==> config.mk <==
export PLATFORM = sky130hd
export DESIGN_NAME = prueba_i
export DESIGN_NICKNAME = d
export VERILOG_FILES = /design/src/rtl/prueba_i.sv
export SDC_FILE = /design/constraint.sdc
export NUM_CORES = 1
export LEC_CHECK = 0
export CELL_PAD_IN_SITES_DETAIL_PLACEMENT = 1
export CELL_PAD_IN_SITES_GLOBAL_PLACEMENT = 2
export CORE_MARGIN = 5
export CORE_UTILIZATION = 37
export CTS_BUF_LIST = sky130_fd_sc_hd__clkbuf_16
export DETAILED_ROUTE_END_ITERATION = 6
export GPL_TIMING_DRIVEN = 0
export HOLD_SLACK_MARGIN = 0.1
export PLACE_DENSITY_LB_ADDON = 0.08
export SLEW_MARGIN = 15
export SYNTH_ARGS = -nofsm -noshare
export SYNTH_HDL_FRONTEND = slang
export SYNTH_SLANG_ARGS = --single-unit
==> constraint.sdc <==
create_clock -name Clk_G -period 5.2 [get_ports Clk_G]
set_input_delay 1.56 -clock Clk_G [delete_from_list [all_inputs] [get_ports Clk_G]]
set_output_delay 1.56 -clock Clk_G [all_outputs]
set_load 0.005 [all_outputs]
==> src/rtl/prueba_i.sv <==
// Integral term of the servo PI controller: serial shift-add KI*e, scaled, saturating accumulate.
// Optional deadband on the error via macro PRUEBA_I_DEADBAND_EN.
module prueba_i #(
    parameter int                          cant_bits = 13,
    parameter logic signed [cant_bits-1:0] KI        = 13'sd8,
    parameter int                          KI_SHIFT  = 3,
    parameter int                          DEADBAND  = 2
) (
    input  logic                            Clk_G,
    input  logic                            Rst_G,
    input  logic                            Rx_En,
    input  logic signed [cant_bits-1:0]     Pot,
    input  logic signed [cant_bits-1:0]     Ref,
    output logic signed [2*cant_bits-1:0]   R_I
);
    localparam int W  = cant_bits;
    localparam int EW = W + 1;
    localparam int PW = 2 * W;
    localparam int CW = $clog2(W);
    localparam logic [CW-1:0] LAST = CW'(W - 1);
    localparam logic signed [PW-1:0] KI_EXT = PW'(KI);
    localparam logic signed [PW+1:0] S_MAX = {3'b000, {(PW-1){1'b1}}};
    localparam logic signed [PW+1:0] S_MIN = {3'b111, {(PW-1){1'b0}}};
`ifdef PRUEBA_I_DEADBAND_EN
    localparam int DB_EFF = DEADBAND;
`else
    // A zero threshold only zeroes an already-zero error, so the datapath is identical.
    localparam int DB_EFF = 0 * DEADBAND;
`endif

    typedef enum logic [1:0] {IDLE, MUL, ACC} state_t;

    state_t                 state;
    logic [W-1:0]           e_mag;
    logic                   e_neg;
    logic signed [PW-1:0]   prod;
    logic [CW-1:0]          cnt;

    logic signed [EW-1:0]   diff;
    logic [EW-1:0]          diff_mag;
    logic                   db_hit;
    logic signed [PW:0]     p_mag;
    logic signed [PW:0]     p;
    logic signed [PW:0]     q;
    logic signed [PW+1:0]   s;
    logic signed [PW-1:0]   r_next;

    always_comb begin
        diff     = {Ref[W-1], Ref} - {Pot[W-1], Pot};
        diff_mag = diff[EW-1] ? EW'(-diff) : EW'(diff);
        db_hit   = (diff_mag <= EW'(DB_EFF));

        p_mag = {prod[PW-1], prod};
        p     = e_neg ? -p_mag : p_mag;
        q     = p >>> KI_SHIFT;
        s     = {{2{R_I[PW-1]}}, R_I} + {q[PW], q};
        if (s > S_MAX)
            r_next = S_MAX[PW-1:0];
        else if (s < S_MIN)
            r_next = S_MIN[PW-1:0];
        else
            r_next = s[PW-1:0];
    end

    always_ff @(posedge Clk_G or negedge Rst_G) begin
        if (!Rst_G) begin
            state <= IDLE;
            e_mag <= '0;
            e_neg <= 1'b0;
            prod  <= '0;
            cnt   <= '0;
            R_I   <= '0;
        end else begin
            case (state)
                IDLE: if (Rx_En) begin
                    e_mag <= db_hit ? '0 : diff_mag[W-1:0];
                    e_neg <= db_hit ? 1'b0 : diff[EW-1];
                    prod  <= '0;
                    cnt   <= '0;
                    state <= MUL;
                end
                MUL: begin
                    if (e_mag[cnt])
                        prod <= prod + (KI_EXT <<< cnt);
                    if (cnt == LAST)
                        state <= ACC;
                    else
                        cnt <= cnt + CW'(1);
                end
                ACC: begin
                    R_I   <= r_next;
                    state <= IDLE;
                end
                default: state <= IDLE;
            endcase
        end
    end
endmodule

==> results.json, run 1 <==
{
  "wire_per_inst_um": 18.5,
  "area_growth_syn_to_layout_pct": 16.5,
  "grt_max_degree": 38,
  "synthArstFlopShare_pct": 100,
  "synth_seq_area_share_pct": 25.6,
  "gp_congestion": 0.878,
  "syn_nets": 884,
  "crit_family": "simple AND/OR/NAND/NOR gates",
  "first_global_vias": 6517,
  "track_usage_pct": 18.9,
  "rows": 49,
  "fin_crit_ns": 4.84,
  "syn_area_mm2": 0.00675,
  "start_util_pct": 37.6,
  "cts_tree": "yes",
  "post_cts_buffers": 0,
  "synth_flop_cell": "dfrtp_1",
  "fin_area_mm2": 0.00786,
  "io_buffers": 54,
  "crit_buf_inv": 4,
  "layout_commonest_cell": "dfrtp_1",
  "path_cells": "or4_1 > nor4_1 > inv_1 > nor2_1 > nand3_1 > o41ai_2 > xnor2_1 > ha_1 > clkdlybuf4s50_2 > nand2_1 > nor2_1 > a211oi_2 > a31oi_4 > xor2_1 > a21bo_1 > buf_6 > buf_8 > o221a_1",
  "p_leak_nw": 3.52,
  "slew_headroom_pct": 55.4,
  "drive_above_1_share_pct": 6.56,
  "grt_overflow_total": 0,
  "cp_max_fo": 10,
  "cts_root_buf": "clkbuf_16",
  "clk_path_buf_depth": 2,
  "cts.clk_slew.worst_paths_ns": 0.06,
  "die_area_mm2": 0.0210,
  "wirelength_um": 20000,
  "min_period_over_period_pct": 93.1,
  "power_density_mw_per_mm2": 593,
  "cts.sinks": 69,
  "ir_drop_uv": 257,
  "hold_viol_final": 0,
  "crit_top_cell": "nor2_1",
  "fin_skew_ns": 0.00647,
  "hold_slack_ns": 0.483,
  "fp.dieH_um": 145,
  "antenna_found_initial": 0,
  "ys_types": 84,
  "crit_path_top_delay_cell": "or4_1",
  "firstDrtPassIters": 4,
  "rsz0062_at_grt": "false",
  "num-nets-final": 950,
  "cp_slowest_stage_delay_ns": 0.62,
  "final_cell_mix": "dfrtp_1 (69), ha_1 (67), o21ai_0 (61), nand2_1 (56)",
  "cts_max_level": 3,
  "fp.coreArea_mm2": 0.0180,
  "max_cap_violations": 0,
  "top_level_ports": 55,
  "worstPathArrival_ns": 5.07,
  "synth.avg_cell_area_um2": 8.60,
  "end_kind": "register",
  "setup_viol": 0,
  "slew_viol_final": 0,
  "ys_warn_count": 0,
  "diodes": 0,
  "drtIter0Drc": 214,
  "drtAntennaViolNets": 0,
  "drc": 0,
  "synth_edf_count": 0,
  "max_freq_mhz": 207,
  "fin_util_pct": 43.8,
  "placed_cell_area_mm2": 0.00759,
  "max_slew.worst_pin.slew_ns": 0.669,
  "hpwl_um": 16000,
  "grt_pass1_wl_um": 33100,
  "syn_inst": 785,
  "hp-class": "register to register",
  "ys_ff_latch": 69,
  "critical_path.startpoint_type": "register",
  "routed_via_density": 5.61,
  "die_width_um": 145,
  "insertion_delay_ns": 0.34,
  "status": "finished, final reports clean",
  "vias": 6073,
  "critPathKind": "register to register",
  "cp.required_ns": 5.43,
  "cts_buffers": 9
}
[worst register-to-register path, delay by kind of cell (launching register included)]
family                   cells  cell delay (ns)
buffers and inverters        4             0.97
adder cells (fa/ha/maj)      1             0.28
AND/OR/NAND/NOR              6             1.32
XOR/XNOR                     2             0.38
AO/OA/AOI/OAI                5             1.30
flip-flops                   1             0.46
[flip-flops by register name (all words and copies together) (netlist names)]
register  cells
state         2
prod         23
e_neg         1
cnt           4
R_I          26
e_mag        13
[cell families (layout without fill, tap and decap cells)]
| logic type | Yosys count | after routing | synth area share (%) |
|---|---|---|---|
| multiplexers | 9 | 9 | 1.78 |
| AO/OA/AOI/OAI | 246 | 246 | 25.7 |
| buffers and inverters | 72 | 141 | 5.26 |
| adder cells (fa/ha/maj) | 70 | 70 | 13.3 |
| XOR/XNOR | 85 | 85 | 11.0 |
| AND/OR/NAND/NOR | 234 | 234 | 17.3 |
| flip-flops | 69 | 69 | 25.6 |
[power breakdown]
part           internal [mW]  switching [mW]  total [mW]
clock network          0.310           0.234       0.544
logic                   1.39            1.74        3.13
registers              0.753           0.228       0.982
total                   2.45            2.21        4.66
[layer usage]
layer	vias to the layer above	track usage, %	routed length (µm)
met3	24	3.06	523
met5	-	0	0
met1	2987	24.5	9340
li1	2990	-	-
met2	72	32.7	9830
met4	0	4.80	289
[Yosys cell counts (all sizes together) (5+ instances only)]
cell,instances,share of area [%]
dfrtp,69,26
o21ai,68,5.1
ha,67,12
nand2,57,3.2
a21oi,54,4.0
nor2,54,3.0
xnor2,54,7.0
inv,39,2.2
nand3,37,2.7
xor2,31,4.0
clkbuf,23,1.6
a21o,21,2.4
o221a,20,3.6
and2,17,1.6
nand2b,13,1.2
a211oi,12,1.3
nor2b,11,1.1
o31ai,11,1.4
nor3,10,0.74
o21bai,8,0.89
buf,7,1.0
nand4,7,0.65
a211o,6,0.80
and3,6,0.57
mux2i,6,0.95
o41ai,6,0.78
a31oi,5,0.69
o22a,5,0.65
[area by class of cell]
class | count | area [µm²]
multi-input combinational | 644 | 4690
inverter | 39 | 146
buffer | 33 | 209
sequential | 69 | 1730
tap | 229 | 287
clock inverter | 5 | 20.0
clock buffer | 9 | 225
timing repair buffer | 55 | 558
fill | 2153 | 10100
[worst paths after layout]
| kind | start | endpoint | slack (ns) | cells after the start |
|---|---|---|---|---|
| setup / recovery | prod[13]$_DFFE_PN0P_ | R_I[21]$_DFFE_PN0N_ | 0.36 | 18 |
| hold / removal | e_mag[3]$_DFFE_PN0P_ | e_mag[3]$_DFFE_PN0P_ | 0.48 | 2 |
| setup reg to reg | prod[13]$_DFFE_PN0P_ | R_I[21]$_DFFE_PN0N_ | 0.36 | 18 |
| hold reg to reg | e_mag[3]$_DFFE_PN0P_ | e_mag[3]$_DFFE_PN0P_ | 0.48 | 2 |
| max in group asynchronous | Rst_G | e_mag[3]$_DFFE_PN0P_ | 3.43 | 2 |
| min in group asynchronous | Rst_G | R_I[4]$_DFFE_PN0N_ | 1.19 | 1 |
[stage by stage]
stage / worst slack (ns) / power (mW) / instances / setup TNS, ns
2_1_floorplan: 0.829 / 3.18 / 785 / 0
5_1_grt: 0.0388 / 5.10 / 1083 / 0
4_1_cts: 0.0758 / 4.71 / 1083 / 0
6_report: 0.361 / 4.66 / 1083 / 0
3_3_place_gp: -0.0102 / 4.00 / 1068 / -0.344
3_5_place_dp: 0.0303 / 4.13 / 1069 / 0
[timing repair]
| item | in CTS | in global routing |
|---|---|---|
| setup endpoints to repair | 8 | 25 |
| resized for setup | 1 | 2 |
| gates cloned | 0 | 0 |
| hold buffers | 0 | 0 |
(Power assumes the default switching activity.)
==> run 2: changes to the inputs <==
CORE_UTILIZATION = 30   (was 37)
==> run 2 against run 1 <==
  * Critical path depth is the same
  * Total power grew 1.9%
  * Clock power grew 14%
  * Non-clock buffer count is the same
  * Highest routed layer unchanged
==> results.json, run 2 (synthesized netlist as in run 1, its figures left out) <==
{
  "first_global_vias": 6404,
  "fin_crit_ns": 4.86,
  "critical_path.startpoint_type": "register",
  "timing.final.ws_setup_ns": 0.343,
  "top_regs": "R_I (26), prod (23), e_mag (13)",
  "largest-register": "R_I",
  "p_leak_nw": 3.55,
  "hp-class": "register to register",
  "drtAntennaViolNets": 0,
  "hold_start": "e_mag[8]$_DFFE_PN0P_",
  "whs_path_depth": 2,
  "cts_root_buf": "clkbuf_16",
  "wire_per_inst_um": 18.0,
  "grt_max_degree": 53,
  "firstDrtPassIters": 4,
  "io_buffers": 54,
  "critPathKind": "register to register",
  "setup-tns-final_ns": 0,
  "cts_buffers": 9,
  "fin_skew_ns": 0.00642,
  "cp.required_ns": 5.42,
  "num-nets-final": 950,
  "fp.coreArea_mm2": 0.0220,
  "slew_headroom_pct": 54.6,
  "cts.sinks": 69,
  "max_freq_mhz": 206,
  "area_growth_syn_to_layout_pct": 18.2,
  "reg2reg_depth": 18,
  "rows": 54,
  "reg2reg_from": "prod[13]$_DFFE_PN0P_",
  "start_util_pct": 30.7,
  "cts.clk_slew.worst_paths_ns": 0.06,
  "status": "finished, final reports clean",
  "antenna_found_initial": 0,
  "drive_above_1_share_pct": 7.24,
  "end_kind": "register",
  "grt_overflow_total": 0,
  "diodes": 0,
  "grt_pass1_wl_um": 33900,
  "clk_path_buf_depth": 2,
  "max_slew.worst_pin.slew_ns": 0.665,
  "cts_max_level": 3,
  "track_usage_pct": 16.0,
  "top_level_ports": 55,
  "hold_end": "e_mag[8]$_DFFE_PN0P_",
  "drtIter0Drc": 193,
  "die_area_mm2": 0.0256,
  "reg2reg_to": "R_I[22]$_DFFE_PN0N_",
  "max_cap_violations": 0,
  "post_cts_buffers": 0,
  "cts_tree": "yes",
  "power_density_mw_per_mm2": 595,
  "insertion_delay_ns": 0.34,
  "dp_slack_ns": -0.0295,
  "setup_viol": 0,
  "hpwl_um": 16500,
  "die_width_um": 160,
  "gp_congestion": 0.797,
  "hold_buffers": 0,
  "routed_via_density": 5.31,
  "nFillCells": 2573,
  "worstPathArrival_ns": 5.08,
  "largest_reg_flops": 26,
  "vias": 6032,
  "wirelength_um": 20500,
  "fp.dieH_um": 160,
  "layout_commonest_cell": "dfrtp_1",
  "hold_viol_final": 0,
  "regArea_mm2": 0.00173,
  "ff2ff_setup_slack_ns": 0.34,
  "ir_drop_uv": 211,
  "slew_viol_final": 0,
  "multi_input_area_mm2": 0.00469,
  "drc": 0,
  "min_period_over_period_pct": 93.4,
  "cp_max_fo": 10,
  "final_cell_mix": "dfrtp_1 (69), ha_1 (67), o21ai_0 (61), nand2_1 (56)"
}
run 2: worst max-delay path by stage:
stage                          from                   to  cells past startpoint
6_report       prod[13]$_DFFE_PN0P_  R_I[22]$_DFFE_PN0N_                     18
2_1_floorplan  prod[14]$_DFFE_PN0P_  R_I[10]$_DFFE_PN0N_                     18
3_5_place_dp                 Pot[2]    e_neg$_DFFE_PN0P_                     13
3_3_place_gp                  Rst_G  R_I[23]$_DFFE_PN0N_                      1
5_1_grt        prod[13]$_DFFE_PN0P_  R_I[22]$_DFFE_PN0N_                     18
4_1_cts        prod[13]$_DFFE_PN0P_  R_I[22]$_DFFE_PN0N_                     18
run 2: layout make-up:
type | count | share of cell area, %
Tap cell | 280 | 4.39
Timing Repair Buffer | 55 | 7.09
Buffer | 33 | 2.63
Sequential cell | 69 | 21.6
Clock buffer | 9 | 2.82
Inverter | 39 | 1.83
Clock inverter | 7 | 0.847
Multi-Input combinational cell | 644 | 58.8
run 2: power by group:
group          leakage, nW  switching [mW]  total [mW]  internal, mW
clock network        0.143           0.252       0.620         0.369
logic                 2.50            1.76        3.15          1.39
registers            0.908           0.225       0.978         0.753
run 2: timing repair:
item                       in CTS  in global routing
resized for setup               1                  4
setup endpoints to repair      20                 26
cloned                          0                  0
run 2: routing by layer:
metal / up-vias / routed length [µm] / track usage, %
met5: - / 0 / 0
met4: 0 / 141 / 2.42
met3: 10 / 504 / 2.47
met2: 63 / 10100 / 28.2
met1: 2972 / 9740 / 21.2
li1: 2987 / - / -
run 2: critical path, cell delays in order, from the launching register on:
cell and delay (ns):
dfrtp_1 0.47, or4_1 0.61, nor4_1 0.23, inv_1 0.09, nor2_1 0.13, nand3_1 0.21
o41ai_2 0.36, xnor2_1 0.21, ha_1 0.28, clkdlybuf4s50_2 0.59, nand2_1 0.10, nor2_1 0.05
a211oi_2 0.35, a31oi_4 0.16, xor2_1 0.17, a21bo_1 0.21, buf_6 0.14, buf_8 0.15
o221a_1 0.23
run 2: per-stage QoR:
step | power [mW] | hold slack [ns] | util, % | instances | area [µm²]
6_report | 4.75 | 0.482 | 36.3 | 1136 | 7980
5_1_grt | 5.18 | 0.520 | 36.3 | 1136 | 7980
4_1_cts | 4.81 | 0.489 | 36.3 | 1136 | 7970
3_5_place_dp | 4.14 | 0.477 | 34.9 | 1120 | 7670
3_3_place_gp | 4.04 | 0.462 | 34.8 | 1119 | 7640
2_1_floorplan | 3.18 | 0.445 | - | 785 | 6750
==> run 3: changes to the inputs <==
CORE_UTILIZATION = 37   (was 30)
==> results of run 3 <==
No change in the layout: final DEF, timing and power equal those of run 1.
